File: config.mk
export PLATFORM = sky130hd
export DESIGN_NAME = parity_stream
export DESIGN_NICKNAME = d
export VERILOG_FILES = /design/src/rtl/parity_stream.sv
export SDC_FILE = /design/constraint.sdc
export NUM_CORES = 1
export LEC_CHECK = 0
export ABC_CLOCK_PERIOD_IN_PS = 2200
export BUFFER_PORTS_ARGS = -buffer_cell sky130_fd_sc_hd__buf_2
export CORE_ASPECT_RATIO = 0.75
export CORE_MARGIN = 2
export CORE_UTILIZATION = 25
export CTS_CLUSTER_DIAMETER = 40
export DETAILED_ROUTE_END_ITERATION = 6
export HOLD_SLACK_MARGIN = 0.06
export REMOVE_ABC_BUFFERS = 1
export SLEW_MARGIN = 20
export SYNTH_ARGS = -nofsm -noshare
export SYNTH_HDL_FRONTEND = slang
export SYNTH_SLANG_ARGS = --single-unit
File: constraint.sdc
create_clock -name clk -period 2.2 [get_ports clk]
set_clock_uncertainty 0.1 [all_clocks]
set_input_delay 0 -clock clk [delete_from_list [all_inputs] [get_ports clk]]
set_output_delay 0 -clock clk [all_outputs]
set_load 0.01 [all_outputs]
File: src/rtl/parity_stream.sv
// Streaming parity engine: serially counts set bits of each accepted word, reports
// per-word and per-frame ones/parity. Optional 'E'/'O' HEX digit under PARITY_SEG_EN.
module parity_stream #(
  parameter int WIDTH = 8,
  parameter int CNT_W = 16
) (
  input  logic                         clk,
  input  logic                         rst_n,
  input  logic                         in_valid,
  output logic                         in_ready,
  input  logic [WIDTH-1:0]             in_data,
  input  logic                         in_last,
  output logic                         out_valid,
  input  logic                         out_ready,
  output logic [$clog2(WIDTH+1)-1:0]   out_ones,
  output logic                         out_odd,
  output logic [CNT_W-1:0]             out_frame_ones,
  output logic                         out_frame_odd,
  output logic                         out_last
`ifdef PARITY_SEG_EN
  ,
  output logic [6:0]                   hex
`endif
);

  localparam int OW = $clog2(WIDTH + 1);

  typedef enum logic [1:0] {IDLE, SCAN, HOLD} state_t;

  state_t             state, state_next;
  logic [WIDTH-1:0]   shreg;
  logic [OW-1:0]      word_cnt;
  logic [OW-1:0]      bit_idx;
  logic [OW-1:0]      word_total;
  logic [CNT_W:0]     frame_sum;
  logic [CNT_W-1:0]   frame_ones_next;
  logic               frame_odd_next;
  logic               accept;
  logic               scan_done;
  logic               out_hs;

  assign accept     = (state == IDLE) && in_valid && in_ready;
  assign scan_done  = (state == SCAN) && (bit_idx == OW'(WIDTH - 1));
  assign out_hs     = (state == HOLD) && out_ready;
  // Count including the bit being scanned this cycle.
  assign word_total = word_cnt + OW'(shreg[0]);
  assign frame_sum  = {1'b0, out_frame_ones} + (CNT_W+1)'(word_total);

  // NOTE: state registers use non-blocking assignments so every flop samples pre-edge values.
  always_ff @(posedge clk or negedge rst_n) begin
    if (!rst_n) state <= IDLE;
    else        state <= state_next;
  end

  // NOTE: every signal gets a default first, so no path through the block infers a latch.
  always_comb begin
    state_next = state;
    case (state)
      IDLE:    if (accept)    state_next = SCAN;
      SCAN:    if (scan_done) state_next = HOLD;
      HOLD:    if (out_ready) state_next = IDLE;
      default:                state_next = IDLE;
    endcase
  end

  // Frame parity follows the true (unsaturated) sum, so it toggles on odd word counts.
  always_comb begin
    frame_ones_next = out_frame_ones;
    frame_odd_next  = out_frame_odd;
    if (scan_done) begin
      frame_ones_next = frame_sum[CNT_W] ? '1 : frame_sum[CNT_W-1:0];
      frame_odd_next  = out_frame_odd ^ word_total[0];
    end else if (out_hs && out_last) begin
      frame_ones_next = '0;
      frame_odd_next  = 1'b0;
    end
  end

  always_ff @(posedge clk or negedge rst_n) begin
    if (!rst_n) begin
      in_ready       <= 1'b0;
      out_valid      <= 1'b0;
      shreg          <= '0;
      word_cnt       <= '0;
      bit_idx        <= '0;
      out_ones       <= '0;
      out_odd        <= 1'b0;
      out_frame_ones <= '0;
      out_frame_odd  <= 1'b0;
      out_last       <= 1'b0;
    end else begin
      in_ready       <= (state_next == IDLE);
      out_valid      <= (state_next == HOLD);
      out_frame_ones <= frame_ones_next;
      out_frame_odd  <= frame_odd_next;
      if (accept) begin
        shreg    <= in_data;
        word_cnt <= '0;
        bit_idx  <= '0;
        out_last <= in_last;
      end else if (state == SCAN) begin
        shreg    <= shreg >> 1;
        word_cnt <= word_total;
        bit_idx  <= bit_idx + OW'(1);
      end
      if (scan_done) begin
        out_ones <= word_total;
        out_odd  <= word_total[0];
      end
    end
  end

`ifdef PARITY_SEG_EN
  localparam logic [6:0] SEG_E = 7'b0000110;
  localparam logic [6:0] SEG_O = 7'b1000000;

  always_ff @(posedge clk or negedge rst_n) begin
    if (!rst_n) hex <= SEG_E;
    else        hex <= frame_odd_next ? SEG_O : SEG_E;
  end
`endif

endmodule

# == Yosys cells after proc, flatten, opt, wreduce, memory -nomap -nowiden ==
# Index checks and enable logic that the tools add are counted.
# classes
bitwise,1
muxes,15
add_sub_neg,3
n_reduce_logical,9
n_eq_ne,4
# ops
op,count
$mux 16,3
$add 16x4->17,1
$mux 4,4
$mux 8,2
$mux 2,3
$pmux 2 s3,1
$logic_and 1x1->1,5
$add 4x1->4,1
$add 4x1->4 const B,1
$eq 2x2->1 const B,2
$eq 4x3->1 const B,1
$logic_not 2->1,2
$reduce_bool 2->1,2
$eq 2x1->1 const B,1
$mux 1,2
$xor 1x1->1,1
# word_totals
elab_cells,43
input_bits,13
output_inout_bits,25
reg_bits,43

# == Longest topological paths before layout ==
# depth
word_depth,6
mapped_depth,11
ltp_nobuf,10

# == Worst setup path before layout ==
# OpenSTA, ideal clock, no wires.
# synth_path
path_type,reg2reg
startpoint,reg shreg[0]
endpoint,reg out_frame_ones[12]
period_less_slack_ns,2.467
n_path_buf,0
stages_incl_launch_ff,10
arrival_time_ns,2.298
setup_ns,0.069
slack_ns,-0.267
required_ns,2.031
path_cell_list,dfrtp_1 > ha_1 > ha_1 > inv_1 > fa_1 > nand2b_1 > a21oi_2 > nand3_4 > or4_1 > nand3_1
# synth_via
elab_chain_cells,4
# synth_lines
element,line_no,rtl
from (decl),31,logic [WIDTH-1:0] shreg;
from (signal assigned),97,shreg <= in_data;
from (signal assigned),102,shreg <= shreg >> 1;
$add 4x1->4,46,assign word_total = word_cnt + OW'(shreg[0]);
named net word_total[1],34,logic [OW-1:0] word_total;
$add 16x4->17,47,"assign frame_sum = {1'b0, out_frame_ones} + (CNT_W+1)'(word_total);"
$mux 16,71,frame_ones_next = frame_sum[CNT_W] ? '1 : frame_sum[CNT_W-1:0];
$mux 16,70,if (scan_done) begin
to (signal assigned),94,out_frame_ones <= frame_ones_next;
to (decl),17,"output logic [CNT_W-1:0] out_frame_ones,"
# The timed path passes the listed nets, and every way through them passes these cells.
# A chain may end at the register's enable or synchronous reset.

# == Worst setup path in the final report ==
# layout_path
startpoint,reg shreg[0]
endpoint,reg out_frame_ones[13]
# The elaborated chain is that of the path after synthesis.

==> flow_summary.toml <==
[pwr]
power.density_mw_per_mm2 = 1420
total_power_uw = 4460
leakage_uw = 0.00140
irDropWorstVdd_mv = 0.594

[floorplan]
io_pins = 38
die_w_um = 111
core_mm2 = 0.00842
start_util_pct = 25.6
die_area_mm2 = 0.00940
rows = 29
dieHeight_um = 84.4

[sta]
hold_viol = 0
setup_tns_ps = -2220
drv_slew = 0
finalCritPeriodShare_pct = 109
worst_slack_ps = -197
final.min_clock_period_ps = 2400
fmax_mhz = 417
max_slew.worst_pin.slew_ps = 606
slew_headroom_pct = 59.6
rsz0062_at_grt = "true"
setup_viol_count_final = 15

[worst_setup_path]
crit_path_cell_trace = "ha_4 -> ha_4 -> inv_2 -> fa_2 -> nand2b_4 -> a21oi_4 -> buf_4 -> and2_4 -> nand3_4 -> buf_6 -> a31oi_4"
crit_path_max_incr_delay_ps = 410
worstPathMaxFanout = 5
setup.worst_path.class = "flip-flop to flip-flop"
startpoint_type = "flip-flop"
arrival_ps = 2500
critPathCaptureType = "flip-flop"
critPathSlowestCell = "dfrtp_1"
cp.required_ps = 2300
crit_buf_inv = 3
r2r_slack_ps = -200
r2r_cells = 11
crit_family = "adder cells"
reg2reg_from = "shreg[0]"
r2r-end = "out_frame_ones[13]"
crit_top_cell = "ha_4"

[job]
maxCapViolCount = 0

[layout]
syn_to_final_growth_pct = 45.2
multiInputGateArea_mm2 = 0.00119
seqCellArea_mm2 = 0.00105
fillers = 837
nets = 313
n_antenna_cell = 0
drive_gt1_share_pct = 37.5

[yosys]
synth-xor-area-share_pct = 2.84
synthFlopType = "dfrtp_1"
synth_top_family_by_area = "simple AND/OR/NAND/NOR gates"
netlist_area_mm2 = 0.00216
synth.area.mux_share_pct = 3.31
synth-seq-cells = 42
netlist_instances = 214
synth.avg_cell_area_um2 = 10.1
synth_edf_count = 0
ys_types = 48
synth-seq-area-share_pct = 48.7
synth_compound_area_share_pct = 16.5
ys_warn_count = 0
synth_fa_ha_area_share_pct = 4.99
synth-simple-area-share_pct = 19.1
synthArstFlopShare_pct = 100

[routing]
ant_nets = 0
dr.pass1.iters = 4
drcViolationCount = 0
vias = 1861
routedWlPerCell_um = 13.1
drt_iter0_drc = 90
drt-total-wl_mm = 5.24
via_per_inst = 4.64

[grt]
grt_max_degree = 43
antenna_found_initial = 0
grtUsageTotal_pct = 11.0
grt_pass1_vias = 1779
grt.overflow.total = 0
grt_pass1_wl_mm = 8.54

[clock_tree]
clockBufferDepth = 2
clk_latency_ps = 280
path_clk_slew_ps = 60
cts_sinks = 42
htree_levels = 2
cts_tree = "done"
cts_buffers = 5
root_buffer = "clkbuf_16"

[status]
violations = "negative setup slack"
status = "finished with violations"

[placement]
gp_congestion = 0.764
dp_hpwl_mm = 3.46
port_buffers = 37

[hold_path]
min_path_type = "input pin to async pin"
-- area by class of cell --
class	count	area share (%)
Clock buffer	5	4.00
Clock inverter	3	0.759
Inverter	6	0.719
Multi-Input combinational cell	155	37.9
Sequential cell	42	33.6
Tap cell	108	4.31
Timing Repair Buffer	82	18.8
-- per-layer routing --
metal	wire (um)	global-route usage [%]
met5	0	0
met4	53	3.03
met3	210	2.82
met2	2270	16.5
met1	2700	15.9
-- placed cells by master, fill, tap and decap left out, types with 2 or more instances in the layout --
cell	count
buf_4	26
clkbuf_16	5
xor2_1	5
and2_4	2
dlygate4sd3_1	12
a31oi_1	4
nand3_2	3
o22ai_1	3
buf_2	37
and3_1	2
a21oi_1	3
o21bai_1	2
nand4_1	2
nor2_1	7
inv_1	3
dfrtp_1	42
inv_2	3
clkinvlp_4	2
nand3_1	14
buf_6	6
and2_1	3
o211ai_1	10
ha_1	2
o311ai_1	2
o21ai_1	3
o21ai_0	18
nand3_4	2
ha_4	5
nand2_1	28
mux2i_1	6
-- where the power goes --
group	total, uW	internal, uW	switching (uW)
Clock	738	424	314
Sequential	1440	1100	337
Combinational	2280	1190	1090
Total	4460	2720	1740
-- per-stage QoR --
stage	area (um^2)	cells	hold slack, ps	worst slack (ps)	util [%]
final	3130	401	79.1	-197	37.2
after global routing	3130	401	144	-283	37.2
after CTS	2990	396	358	-212	35.5
after detailed placement	2580	371	113	-351	30.6
after global placement	2580	371	102	-288	30.6
after floorplan	2080	203	-396	-299	-
-- synth_stat cells, drive strengths merged (3+ instances only) --
| master | count | share of area (%) |
|---|---|---|
| inv | 6 | 1.0 |
| o21ai | 23 | 5.3 |
| mux2i | 6 | 2.8 |
| o311ai | 3 | 1.2 |
| a21oi | 5 | 1.3 |
| buf | 7 | 2.8 |
| dfrtp | 42 | 49 |
| nand2 | 28 | 4.9 |
| ha | 7 | 4.1 |
| o211ai | 10 | 3.5 |
| clkbuf | 4 | 0.70 |
| and2 | 5 | 1.6 |
| nor2 | 8 | 1.5 |
| xor2 | 5 | 2.0 |
| nand4 | 3 | 1.2 |
| nand3 | 19 | 5.2 |
| o22ai | 3 | 0.87 |
| a31oi | 5 | 1.5 |
-- flip-flops by register name, summed over array words and instances (netlist names), 2 cells and up --
| register | cells |
|---|---|
| state | 2 |
| bit_idx | 4 |
| out_frame_ones | 16 |
| word_cnt | 4 |
| out_ones | 4 |
| shreg | 8 |
-- what timing repair did --
item,4_1_cts,5_1_grt
setup buffers,4,4
setup endpoints to repair,16,16
hold buffers,12,0
hold endpoints to repair,57,0
pin swaps,9,14
resized for setup,22,22
cloned,1,1
-- logic make-up (layout without fill, tap and decap cells) --
logic type	count (synthesis)	count (layout)
AND/OR/NAND/NOR	76	76
AO/OA/AOI/OAI	57	57
flip-flops	42	42
buffers and inverters	17	96
adder cells (fa/ha/maj)	8	8
XOR/XNOR	7	7
multiplexers	7	7
-- worst max-delay path by stage --
stage | startpoint | end | slack, ps | depth (start not counted)
finish | shreg[0] | out_frame_ones[13] | -200 | 11
global route | shreg[0] | out_frame_ones[14] | -280 | 11
CTS | word_cnt[0] | out_frame_ones[14] | -210 | 10
detailed placement | shreg[0] | out_frame_ones[14] | -350 | 10
global placement | shreg[0] | out_frame_ones[12] | -290 | 10
floorplan | shreg[0] | out_frame_ones[13] | -300 | 9
Power figures use the tool's default switching activity.
